===== config.mk =====
export PLATFORM = sky130hd
export DESIGN_NAME = exec_divider
export DESIGN_NICKNAME = d
export VERILOG_FILES = /design/src/rtl/exec_divider.sv
export SDC_FILE = /design/constraint.sdc
export NUM_CORES = 1
export LEC_CHECK = 0
export CORE_MARGIN = 2
export CORE_UTILIZATION = 35
export CTS_CLUSTER_DIAMETER = 120
export DETAILED_ROUTE_END_ITERATION = 12
export GPL_TIMING_DRIVEN = 0
export PLACE_DENSITY = 0.58
export SETUP_SLACK_MARGIN = 0.2
export SYNTH_ARGS = -nofsm -noshare
export SYNTH_HDL_FRONTEND = slang
export SYNTH_SLANG_ARGS = --single-unit

===== constraint.sdc =====
create_clock -name clk -period 4.05 [get_ports clk]
set_input_delay 1.0125 -clock clk [delete_from_list [all_inputs] [get_ports clk]]
set_output_delay 1.0125 -clock clk [all_outputs]
set_load 0.02 [all_outputs]

===== src/rtl/exec_divider.sv =====
// Radix-2 restoring unsigned divider: one quotient bit per clock, quotient or remainder out.
// Result and output_valid appear XLEN cycles after the capture edge; requests are ignored while busy.
module exec_divider #(
  parameter int XLEN = 64
) (
  input  logic            clk,
  input  logic            rst,
  input  logic            input_valid,
  input  logic [XLEN-1:0] a_in,
  input  logic [XLEN-1:0] b_in,
  input  logic            do_rem,
  output logic [XLEN-1:0] q_out,
  output logic            output_valid
);

  localparam int CW = $clog2(XLEN + 1);

  typedef enum logic {IDLE, BUSY} state_t;

  state_t          state;
  logic [CW-1:0]   cnt;
  logic [XLEN-1:0] dvd;
  logic [XLEN-1:0] dvs;
  logic [XLEN-1:0] quo;
  logic [XLEN-1:0] rem;
  logic            rem_sel;

  logic [XLEN:0]   rem_sh;
  logic [XLEN:0]   diff;
  logic            fits;
  logic [XLEN-1:0] rem_nxt;
  logic [XLEN-1:0] quo_nxt;

  // One restoring step; the compare is XLEN+1 bits wide so a shifted-out MSB is not lost.
  always_comb begin
    rem_sh  = {rem, dvd[XLEN-1]};
    diff    = rem_sh - {1'b0, dvs};
    fits    = (rem_sh >= {1'b0, dvs});
    rem_nxt = fits ? diff[XLEN-1:0] : rem_sh[XLEN-1:0];
    quo_nxt = {quo[XLEN-2:0], fits};
  end

  always_ff @(posedge clk or negedge rst) begin
    if (!rst) begin
      state        <= IDLE;
      cnt          <= '0;
      dvd          <= '0;
      dvs          <= '0;
      quo          <= '0;
      rem          <= '0;
      rem_sel      <= 1'b0;
      q_out        <= '0;
      output_valid <= 1'b0;
    end else begin
      output_valid <= 1'b0;
      case (state)
        IDLE: begin
          if (input_valid) begin
            dvd     <= a_in;
            dvs     <= b_in;
            rem_sel <= do_rem;
            rem     <= '0;
            quo     <= '0;
            cnt     <= CW'(XLEN);
            state   <= BUSY;
          end
        end
        BUSY: begin
          dvd <= dvd << 1;
          rem <= rem_nxt;
          quo <= quo_nxt;
          cnt <= cnt - CW'(1);
          // Final iteration: publish the freshly computed step directly.
          if (cnt == CW'(1)) begin
            q_out        <= rem_sel ? rem_nxt : quo_nxt;
            output_valid <= 1'b1;
            state        <= IDLE;
          end
        end
        default: state <= IDLE;
      endcase
    end
  end

endmodule


# == Word level (Yosys, flattened, before mapping) ==
# Cells that the tools add are included.
# op_classes
n_reduce_logical,2
eq_ne,2
muxes,14
order_cmp,1
bitwise_logic,1
addsub,2
# op_table
cell,n
two-way mux 64 bit,4
case mux 64 bit (2 select lines),2
case mux 63 bit (2 select lines),1
>= comparator 65 x 64 -> 1 bit,1
subtractor 64 bit,1
case mux 7 bit (2 select lines),1
equality test 7 x 1 -> 1 bit (second input constant),1
two-way mux 7 bit,1
subtractor 7 x 1 -> 7 bit (second input constant),1
two-way mux 1 bit,4
AND reduction 2 bit,2
inequality test 2 bit (second input constant),1
case mux 1 bit (2 select lines),1
NOT 1 bit,1
# totals
ff_bits,329
word_cells,31

# == Depth between registers and ports, before layout ==
# Gate-level depths: netlist of run 1.
# depth
word_depth,3
mapped_depth,15

# == Worst setup path before layout of run 1 ==
# OpenSTA, ideal clock, no wires.
# synth_path
kind,register to register
startpoint,reg rem[31]
endpoint,reg q_out[49]
setup_slack_ns,0.711
path_stages_with_launch,14
synth_period_minus_slack_ns,3.339
arrival_time_ns,3.207
required_time_ns,3.919
path_cell_list,dfrtp_1 > ha_1 > clkbuf_1 > nand2_1 > or3_1 > or3_1 > a211o_1 > a31oi_4 > a211o_4 > a31o_4 > buf_6 > mux2_1 > mux2i_1 > o21ai_1
# synth_via
elab_chain_cells,3
elab_cells_between_ends,4
cone_classes,1 x add/sub; 1 x order compare; 2 x mux
# synth_lines
item,line,text
from (decl),25,logic [XLEN-1:0] rem;
from (signal assigned),70,rem <= rem_nxt;
subtractor 64 bit / >= comparator 65 x 64 -> 1 bit (equally long branches),"37, 38",
two-way mux 64 bit *,39,rem_nxt = fits ? diff[XLEN-1:0] : rem_sh[XLEN-1:0];
two-way mux 64 bit *,75,q_out <= rem_sel ? rem_nxt : quo_nxt;
to (signal assigned),75,
to (decl),12,"output logic [XLEN-1:0] q_out,"
# Every way passes the cells marked *; elsewhere a longest branch is shown, timed or not.
# A chain may end at the register's enable or synchronous reset.

# == Worst setup path in the final report of run 1 ==
# layout_path
startpoint,reg rem[28]
endpoint,reg q_out[49]
# The elaborated chain is that of the path after synthesis.

==> results of run 1 <==
-- sequential cells by signal (all words and copies together), names as in the netlist --
register      cells
cnt               7
dvd              64
dvs              64
output_valid      1
q_out            64
quo              63
rem              64
rem_sel           1
state             1
-- cells in the final DEF, fill, tap and decap left out, types with 38 or more instances in the layout --
cell type / n
o22ai_1: 45
ha_1: 64
o21ai_0: 293
dfrtp_1: 329
nor2_1: 56
inv_1: 99
clkbuf_1: 120
nand2_1: 404
and3_1: 61
o21ai_1: 38
mux2i_1: 72
clkdlybuf4s50_1: 194
a21oi_1: 151
clkbuf_16: 40
-- power by group --
part	total (mW)	switching (mW)	internal [mW]	leakage, nW
Clock	3.44	1.45	1.99	0.600
Sequential	6.00	1.10	4.90	4.07
Combinational	14.4	8.80	5.57	5.14
Total	23.8	11.4	12.5	9.81
-- what timing repair did --
item | 4_1_cts | 5_1_grt
setup buffers | 4 | 4
hold buffers | 0 | 0
gates resized for setup | 45 | 34
setup endpoints to repair | 125 | 116
cloned | 0 | 0
pin swaps | 4 | 6
-- per-layer routing --
metal	part of all wire, %	wire length, um
met1	43	27260
met2	46	29120
met3	6.8	4267
met4	3.7	2305
met5	0.041	26
-- cell families after synthesis --
kind of cell | Yosys count | share of synthesized area (%)
compound gates | 676 | 21.43
mux | 82 | 4.544
simple gates | 649 | 15.95
fa+ha+maj | 67 | 4.661
buf+inv | 241 | 5.199
xor+xnor | 59 | 2.848
flops | 329 | 45.37
-- worst min-delay path, cell delays in order, from the launching register on --
cell and delay, ns:
dfrtp_1 0.34, nand2_1 0.05, o21ai_0 0.06
-- layout make-up --
type	instances	area, um^2	share of cell area (%)
Clock buffer	55	1117	4.951
Tap cell	680	850.8	3.770
Clock inverter	12	112.6	0.4990
Multi-Input combinational cell	1533	9168	40.62
Buffer	141	638.1	2.828
Timing Repair Buffer	205	2072	9.182
Inverter	100	375.4	1.663
Sequential cell	329	8233	36.48
-- final timing paths --
check	start	end	slack, ns	depth (start not counted)
worst max register to register	rem[28]	q_out[49]	0.24	12
worst max-delay path	rem[28]	q_out[49]	0.24	12
min in group asynchronous	rst	dvs[33]	0.53	1
worst min-delay path	dvd[49]	dvd[50]	0.48	2
max in group asynchronous	rst	dvs[44]	2.34	2
worst min register to register	dvd[49]	dvd[50]	0.48	2
==> flow_summary.ini, run 1 <==
[finish]
n_antenna_cell = 0
layout.nets = 2548
fillers = 5162
drive_gt1_share_pct = 6.105
final_cell_count_no_fill = 3055
fin_util_pct = 43.99
area_growth_pct = 24.36
final_area_mm2 = 0.02257

[sta]
max_freq_mhz = 262.4
skew_ns = 0.02265
layout_setup_ws_ns = 0.2384
hold_viol = 0
max_slew.worst_pin.slew_ns = 1.153
whs_ns = 0.4818
period_share_pct = 94.11
maxSlewViolCount = 0
period_minus_slack_ns = 3.812
setup_viol = 0
rsz0062_at_grt = true
relSlewSlack_pct = 23.15
setup_tns_ns = 0

[detailed_routing]
ant_nets = 0
vias = 16650
wl_per_cell_um = 20.62
drt_iter0_drc = 1312
drtPass1Iterations = 5
route.detailed.drc = 0
viasPerCell = 5.450
wirelength_um = 62980

[global_route]
grt_pass1_vias = 16670
grt_use_total_pct = 23.25
met1_usage_pct = 30.76
globalRouteMet2Util_pct = 37.72
grt_pass1_wl_um = 96870
antenna_found_initial = 2
grt_overflow = 0
grt_max_degree = 120
grt_use_met3_pct = 4.605
grt_busiest_layer = met2

[yosys]
synth_ff_type = dfrtp_1
yosysTopAreaCellShare_pct = 45.37
yosysWarnings = 0
synthMostInstantiatedCell = nand2_1
ys_seq_area_share_pct = 45.37
syn_area_per_cell_um2 = 8.629
syn_area_mm2 = 0.01815
ys_ff_latch = 329
ys_types = 71
ys_async_sr_fraction_pct = 100.0
syn_nets = 2302
yosys-top-cells-area = dfrtp_1 (45%), nand2_1 (8.4%), o21ai_0 (8.3%)
synth_cells = 2103
synth_largest_area_cell = dfrtp_1
synthTopCellsByCount = nand2_1 (406), dfrtp_1 (329), o21ai_0 (300)
synth_edf_count = 0

[worst_setup_path]
critPathLaunchType = register
cp_top_family = compound AO/OA/AOI/OAI gates
cp_data_arrival_time_ns = 4.23
path_cells = ha_2 -> nand4_4 -> or3_4 -> or3_1 -> a211o_1 -> a31oi_4 -> a211o_4 -> a31o_4 -> buf_12 -> mux2_4 -> mux2i_4 -> o21ai_1
crit_path_max_fanout = 10
path_class = reg -> reg
crit_path_top_delay_cell = ha_2
critPathBufInv = 1
cp_slowest_stage_delay_ns = 0.43
required_ns = 4.47
end_kind = register

[placed_design]
dpl_cell_area_mm2 = 0.02101
io_buffers = 195
post-place-ws_ns = -0.6056
gp_congestion = 0.9037
post-dp-hpwl_um = 47110
dpl.cell_count = 2980

[clock_tree]
ctsRootBufferMaster = clkbuf_16
cts_tree = built
cts_made_buffers = 39
h-tree-depth = 2
clock-sinks = 329
cts.clk_slew.worst_paths_ns = 0.06
clk_path_buf_depth = 3
clk_latency_ns = 0.56

[die]
core_area_mm2 = 0.05130
rows = 83
chipWidth_um = 231.7
die-area_mm2 = 0.05368
initial_core_util_pct = 35.37
ios = 197
die_y_um = 231.7

[flow_run]
maxCapViolCount = 0

[pwr]
power_mw = 23.82
p_leak_nw = 9.807
vdd_drop_max_v = 0.0004105
powerDensity_mw_per_mm2 = 1056

[hold_path]
min_path_type = reg -> reg

[run_status]
status = completed
(Power assumes the default switching activity.)
==> inputs of run 2 (changes only) <==
--- a/config.mk
+++ b/config.mk
@@ -7,6 +7,7 @@
 export LEC_CHECK = 0
 export CORE_MARGIN = 2
 export CORE_UTILIZATION = 35
+export CTS_BUF_LIST = sky130_fd_sc_hd__clkbuf_8
 export CTS_CLUSTER_DIAMETER = 120
 export DETAILED_ROUTE_END_ITERATION = 12
 export GPL_TIMING_DRIVEN = 0
==> run 2 against run 1 <==
Against the previous run:
- sequential power about the same
- non-clock buffer count up 1
- total power down 0.17%
- clock-buffer cell count up 22
- setup slack better by 0.038 ns
- critical endpoint unchanged
- highest routed layer unchanged
==> flow_summary.ini, run 2 (synthesis results as in run 1) <==
[pwr]
p_leak_nw = 9.936
power_mw = 23.78
p_sw_mw = 11.38
p_clk_share_pct = 14.1
powerDensity_mw_per_mm2 = 1051
p_seq_share_pct = 25.3
pwr-share-comb_pct = 60.6
swShare_pct = 47.87
p_int_mw = 12.39
vdd_drop_max_v = 0.0003829

[sta]
relSlewSlack_pct = 23.92
setup_viol = 0
skew_ns = 0.04001
max_slew.worst_pin.slew_ns = 1.141
max_freq_mhz = 265.0
period_share_pct = 93.18
maxSlewViolCount = 0
period_minus_slack_ns = 3.774
hold_viol = 0
rsz0062_at_grt = false

[clock_tree]
cts.clk_slew.worst_paths_ns = 0.06
clock-sinks = 329
cts_made_buffers = 58
clk_latency_ns = 0.67
cts_tree = built
ctsRootBufferMaster = clkbuf_8
h-tree-depth = 2
clk_path_buf_depth = 3
ctsHoldBuffers = 0

[detailed_routing]
wl_per_cell_um = 20.43
drtPass1Iterations = 5
drt_iter0_drc = 1351
vias = 16900
ant_nets = 0
route.detailed.drc = 0
viasPerCell = 5.457
wirelength_um = 63250

[run_status]
status = completed

[die]
die-area_mm2 = 0.05368
ios = 197
core_area_mm2 = 0.05130
chipWidth_um = 231.7
initial_core_util_pct = 35.37
rows = 83
die_y_um = 231.7

[hold_path]
min_path_type = in -> async

[worst_setup_path]
required_ns = 4.58
crit_path_max_fanout = 6
crit_path_top_delay_cell = ha_2
path_class = reg -> reg
critPathLaunchType = register
cp_slowest_stage_delay_ns = 0.43
cp_top_family = compound AO/OA/AOI/OAI gates
cp_data_arrival_time_ns = 4.30
critPathBufInv = 1
path_cells = ha_2 -> nand4_4 -> or3_4 -> or3_1 -> o211a_1 -> a31oi_4 -> a211o_4 -> a31o_4 -> buf_12 -> mux2_4 -> mux2i_4 -> o21ai_1
end_kind = register

[finish]
layout.nets = 2568
area_growth_pct = 24.71
drive_gt1_share_pct = 7.329
final_common_cell = nand2_1
final_cell_mix = nand2_1 (404), dfrtp_1 (329), o21ai_0 (294)
final_area_mm2 = 0.02263

[placed_design]
post-dp-hpwl_um = 47110
gp_congestion = 0.9037
dpl_cell_area_mm2 = 0.02101
io_buffers = 195

[global_route]
grt_overflow = 0
grt_pass1_wl_um = 97120
grt_max_degree = 120
grt_pass1_vias = 16870
antenna_found_initial = 2
grt_use_total_pct = 23.32

[flow_run]
maxCapViolCount = 0
run 2: power by group through the flow:
stage / Sequential (mW) / Clock (mW) / Combinational [mW]
3_3_place_gp: 6.02 / 0 / 13.3
4_1_cts: 5.99 / 3.42 / 13.9
2_1_floorplan: 5.91 / 0 / 9.15
3_5_place_dp: 6.03 / 0 / 13.4
6_report: 6.01 / 3.35 / 14.4
5_1_grt: 6.17 / 3.57 / 15.9
run 2: through the flow:
stage / hold slack [ns] / std cells / util, % / setup WS, ns / TNS, ns
4_1_cts: 0.4366 / 3091 / 43.79 / 0.2027 / 0
2_1_floorplan: 0.4493 / 2103 / - / 0.7114 / 0
6_report: 0.4255 / 3096 / 44.11 / 0.2761 / 0
5_1_grt: 0.4692 / 3095 / 44.11 / 0.2085 / 0
3_3_place_gp: 0.4630 / 2978 / 40.83 / -12.69 / -4174.32
3_5_place_dp: 0.4718 / 2980 / 40.95 / -0.6056 / -15.46
run 2: path summary, 6_finish.rpt:
kind                         start   endpoint  slack [ns]  depth (start not counted)
setup / recovery           rem[28]  q_out[49]        0.28                         12
hold / removal                 rst    dvs[25]        0.43                          1
setup reg to reg           rem[28]  q_out[49]        0.28                         12
hold reg to reg            dvd[38]    dvd[39]        0.46                          2
max in group asynchronous      rst     rem[1]        2.46                          2
min in group clk           dvd[38]    dvd[39]        0.46                          2
run 2: worst register-to-register path, delay by kind of cell, from the launching register on:
family          cells  cell delay, ns
simple gates        3            0.98
flops               1            0.41
buf+inv             1            0.16
compound gates      5            1.11
mux                 2            0.55
fa+ha+maj           1            0.43
run 2: layout make-up:
class,instances,area [um^2]
Timing Repair Buffer,206,2097
Clock buffer,77,1060
Multi-Input combinational cell,1533,9171
Fill cell,5174,28670
Tap cell,680,850.8
Buffer,141,633.1
Sequential cell,329,8233
Antenna cell,1,2.502
Inverter,100,375.4
Clock inverter,29,207.7
run 2: repair_timing:
| item | in CTS | in global routing |
|---|---|---|
| endpoints found under the setup margin | 125 | 115 |
| resized for setup | 47 | 32 |
| buffers inserted | 5 | 3 |
| gates cloned | 0 | 1 |
| pin swaps | 4 | 7 |
run 2: per-layer routing:
layer  track usage, %  vias up  part of all wire [%]
li1                 -     7916                     -
met1            30.53     8337                    44
met2            37.51      515                    46
met3            4.998      123                   6.8
met4            9.395        4                   3.5
met5                0        -                 0.041
